===== config.mk =====
export PLATFORM = sky130hd
export DESIGN_NAME = alu_arbiter
export DESIGN_NICKNAME = d
export VERILOG_FILES = /design/src/rtl/alu_arbiter.sv
export SDC_FILE = /design/constraint.sdc
export NUM_CORES = 1
export LEC_CHECK = 0
export ABC_AREA = 1
export CELL_PAD_IN_SITES_DETAIL_PLACEMENT = 2
export CELL_PAD_IN_SITES_GLOBAL_PLACEMENT = 2
export CORE_MARGIN = 2
export CORE_UTILIZATION = 21
export CTS_CLUSTER_SIZE = 10
export DETAILED_ROUTE_END_ITERATION = 6
export PLACE_DENSITY = 0.92
export SLEW_MARGIN = 25
export SYNTH_ARGS = -nofsm -noshare
export SYNTH_HDL_FRONTEND = slang
export SYNTH_SLANG_ARGS = --single-unit

===== constraint.sdc =====
create_clock -name clk -period 3 [get_ports clk]
set_input_delay 0.75 -clock clk [delete_from_list [all_inputs] [get_ports clk]]
set_output_delay 0.75 -clock clk [all_outputs]
set_load 0.05 [all_outputs]

===== src/rtl/alu_arbiter.sv =====
// Arbitrates two requesters onto one combinational 32-bit ALU and returns each tagged
// result on a shared response channel. Opcodes the ALU leaves undefined are filtered out.
module alu_arbiter #(
  parameter bit RR_EN = 1'b1
) (
  input  logic        clk,
  input  logic        reset,
  input  logic [1:0]  req_valid,
  output logic [1:0]  req_ready,
  input  logic [31:0] req0_a,
  input  logic [31:0] req0_b,
  input  logic [2:0]  req0_op,
  input  logic [31:0] req1_a,
  input  logic [31:0] req1_b,
  input  logic [2:0]  req1_op,
  output logic [31:0] alu_a,
  output logic [31:0] alu_b,
  output logic [2:0]  alu_control,
  input  logic [31:0] alu_result,
  input  logic        alu_zero,
  output logic        rsp_valid,
  input  logic        rsp_ready,
  output logic        rsp_id,
  output logic [31:0] rsp_result,
  output logic        rsp_zero,
  output logic        rsp_err
);

  localparam int unsigned DATA_W = 32;
  localparam int unsigned OP_W   = 3;

  localparam logic [1:0] IDLE = 2'd0;
  localparam logic [1:0] EXEC = 2'd1;
  localparam logic [1:0] RESP = 2'd2;

  logic [1:0]        state;
  logic [1:0]        state_next;
  logic              last_grant;
  logic              grant_any;
  logic              grant_id;
  logic              accept;
  logic              op_legal;
  logic [DATA_W-1:0] lat_a;
  logic [DATA_W-1:0] lat_b;
  logic [OP_W-1:0]   lat_op;
  logic              lat_id;

  // Grant selection; on a tie round-robin favours whoever did not win last time.
  always_comb begin
    grant_any = |req_valid;
    grant_id  = 1'b0;
    if (req_valid == 2'b10) begin
      grant_id = 1'b1;
    end else if (req_valid == 2'b11) begin
      grant_id = RR_EN ? ~last_grant : 1'b0;
    end
    req_ready = {grant_id, ~grant_id} & {2{(state == IDLE) && grant_any}};
    accept    = |(req_valid & req_ready);
  end

  always_comb begin
    op_legal = 1'b0;
    case (lat_op)
      3'b000, 3'b001, 3'b010, 3'b011, 3'b101: op_legal = 1'b1;
      default:                                op_legal = 1'b0;
    endcase
  end

  always_ff @(posedge clk) begin
    if (reset) begin
      state <= IDLE;
    end else begin
      state <= state_next;
    end
  end

  always_comb begin
    state_next = state;
    case (state)
      IDLE:    if (accept) state_next = EXEC;
      EXEC:    state_next = RESP;
      RESP:    if (rsp_ready) state_next = IDLE;
      default: state_next = IDLE;
    endcase
  end

  // Operand latch, round-robin history and response capture.
  always_ff @(posedge clk) begin
    if (reset) begin
      last_grant <= 1'b1;
      lat_a      <= '0;
      lat_b      <= '0;
      lat_op     <= '0;
      lat_id     <= 1'b0;
      rsp_valid  <= 1'b0;
      rsp_id     <= 1'b0;
      rsp_result <= '0;
      rsp_zero   <= 1'b0;
      rsp_err    <= 1'b0;
    end else begin
      if (accept) begin
        last_grant <= grant_id;
        lat_id     <= grant_id;
        lat_a      <= grant_id ? req1_a  : req0_a;
        lat_b      <= grant_id ? req1_b  : req0_b;
        lat_op     <= grant_id ? req1_op : req0_op;
      end
      if (state == EXEC) begin
        rsp_id     <= lat_id;
        rsp_result <= op_legal ? alu_result : '0;
        rsp_zero   <= op_legal ? alu_zero : 1'b1;
        rsp_err    <= ~op_legal;
      end
      rsp_valid <= (state_next == RESP);
    end
  end

  // ALU inputs come straight from the latch, so they hold their last value outside EXEC.
  assign alu_a       = lat_a;
  assign alu_b       = lat_b;
  assign alu_control = lat_op;

endmodule

==> metrics.txt <==
status=complete, no violations; most frequent cells in the layout=clkdlybuf4s50_1, nand2_1, nor2_1; Critical R2R Capture=alu_b[17]; Global Route Usage Sum=16.45%; slew at the pin closest to its max-slew limit=0.8038 ns; Max Buffers Root-to-Sink=2; TNS Setup=0 ns; post-synthesis register bit count=around 110; Hold Crit Depth=2; sw frac=38.67%; Clock transition at path regs=roughly 0.070 ns; non-filler instance count after layout=1408; Worst setup EP type=output port; ordered cell list for the critical path=clkdlybuf4s50_1 -> nand2_4 -> nand3_1 -> inv_1 -> buf_12; leading cell type in the layout, fill and taps excluded=clkdlybuf4s50_1; Core ar.=0.02518 mm²; IO Pins=277; fin area=roughly 0.0088 mm²; number of max-cap violations=0; placed insts=1388; Die Area=0.02702 mm²; synthesized area=0.005401 mm²; sequential share of power=around a third; largest area contributor in the netlist=dfxtp_1; WS Path Type=in2out; Synth Warn #=0; first-pass GRT wire length=34880 µm; # clock sinks=between 100 and 150; Die X-Extent=164.4 µm; dpl hpwl=16090 µm; crit-path max FO=3; period utilization=87.35%; GPL Wtd Cong=0.7124; hold_buf cts=0; Layout Nets=between 1000 and 1500; Post-Synth XOR/XNOR Area=0%; Layout area overhead=62.01%; Compound-Gate Fraction of Synth Area=13.32%; fmax=around 380 MHz; RSZ-0062 raised after global routing=no; Post-CTS Setup Inserts=0; initial antenna violation count=2; Syn Area/Cell=6.469 µm²; Int Pwr=0.003041 W; largest net degree at the start of global routing=around 140; Area after DPL=about 0.0084 mm²; clock power share=27.1%; total CTS buffers=9; PD cells=566.6 mW/mm²; Final Critical Period=2.620 ns; Critical Path AT=1.87 ns; Die Ht=164.4 µm; Sw Pwr=0.001917 W; max_slew headroom=46.42%; Synth area leaders=dfxtp_1, nand2_1, nor2_1; Via density=roughly 4.4; fraction of the mapped netlist area in adder cells=0%; WP buf/inv=3; PortBufs=276; Initial DRT Pass Iterations=4; Reg-to-Reg Start=state[1]; max-slew violation count=0; post-synthesis mux area share=0%; CP top delay family=buffers and inverters; vias in the first global route=6595; CP max stage cell=clkdlybuf4s50_1; share of the synthesized area in the top cell type=39.66%; power share of the combinational group=between 30% and 40%; fraction of layout cells with a size suffix above 1=3.445%; Crit path depth=5; grt total ovfl=0; Final Hold Vio Count=0; DRC=0; CP peak stage delay=approximately 0.53 ns; largest family of logic cells by synthesized area=simple AND/OR/NAND/NOR gates; final setup fails=0; Detail Route Antenna Nets=0; Synth Net Count=~1000; VDD IR-drop max=0.0002088 V; Synth Area in Simple Gates=between 30 and 40%; Netlist cell types=18; DR WL/cell=~16 µm; sequential share of the synthesized area=39.66%; Pleak=3.659 nW; Hold EP=rsp_result[17]; CP Launch Type=input port; Post-Syn Instances=835; Worst Min Path Start=rsp_result[17]; Reg2Reg Depth=6; row count=58; worst hold path type=reg2reg; routed wire length=22440 µm; CTS tree=yes; clock root cell=clkbuf_16; via count=6196; H-tree depth=3; Worst Skew=0.01131 ns; Worst Path Required=2.25 ns; Starting Density=about 21%; Clk Latency, worst-skew pair=0.35 ns; initial DRC count=about 300; PostCTS Resize Cnt=0; r2r setup slk=1.30 ns
-- tightest hold or removal path, delay by kind of cell, from the launching register on --
kind               cells  cell delay (ns)
AOI/OAI and AO/OA      1             0.05
and+or+nand+nor        1             0.06
DFF                    1             0.31
-- how the worst max path moves through the flow --
stage	start	to	slack (ns)
detailed placement	req_valid[0]	alu_b[17]	0.37
floorplan	req_valid[1]	req_ready[0]	0.34
finish	req_valid[0]	req_ready[1]	0.38
CTS	req_valid[0]	req_ready[1]	0.37
global route	req_valid[0]	req_ready[1]	0.33
global placement	req_valid[0]	req_ready[0]	0.44
-- flip-flops by register name, indices dropped and copies added (netlist names) --
| register | flops |
|---|---|
| alu_b | 32 |
| last_grant | 1 |
| rsp_result | 32 |
| alu_control | 3 |
| rsp_err | 1 |
| lat_id | 1 |
| state | 2 |
| rsp_id | 1 |
| alu_a | 32 |
| rsp_zero | 1 |
| rsp_valid | 1 |
-- power groups by stage --
stage / clock, W / combinational [W] / sequential [W]
after global routing: 0.00147 / 0.00211 / 0.00170
final: 0.00135 / 0.00194 / 0.00168
after CTS: 0.00141 / 0.00197 / 0.00168
after floorplan: 0 / 0.000645 / 0.00224
after detailed placement: 0 / 0.00196 / 0.00171
after global placement: 0 / 0.00191 / 0.00170
-- cells by family (layout without fill, tap and decap cells) --
family                 count (synthesis)  after routing
AO/OA/AOI/OAI                        108            108
other                                  0              4
flip-flops                           107            107
AND/OR/NAND/NOR                      485            485
buffers and inverters                135            374
-- per-layer routing --
layer,global-route usage [%],vias up,routed length [µm]
met2,28.74,177,11100
met1,19.49,2925,9490
li1,-,3071,-
met5,0,-,0
met3,3.993,23,1390
met4,6.126,0,459
-- synth_stat cells, drive strengths merged --
cell	number
a21oi	36
buf	37
clkbuf	26
nand2	239
nor2	145
dfxtp	107
o21ai	5
nand3	101
a21boi	67
inv	72
-- stage by stage --
stage / hold slack (ns) / worst slack [ns] / util, % / total power, W
after floorplan: 0.4405 / 0.3375 / - / 0.002889
after global placement: 0.4507 / 0.4439 / 33.39 / 0.003610
after detailed placement: 0.4589 / 0.3712 / 33.39 / 0.003678
after CTS: 0.4705 / 0.3709 / 34.71 / 0.005067
after global routing: 0.4935 / 0.3262 / 34.72 / 0.005281
final: 0.4694 / 0.3795 / 34.75 / 0.004959
-- area by class of cell --
type	instances	area (µm²)
Multi-Input combinational cell	593	2691
Tap cell	330	412.9
Inverter	72	270.3
Timing Repair Buffer	286	2893
Clock buffer	9	225.2
Fill cell	2978	16430
Clock inverter	7	106.4
Antenna cell	4	10.01
Sequential cell	107	2142
Note: power is estimated with default switching activity, not from simulation.
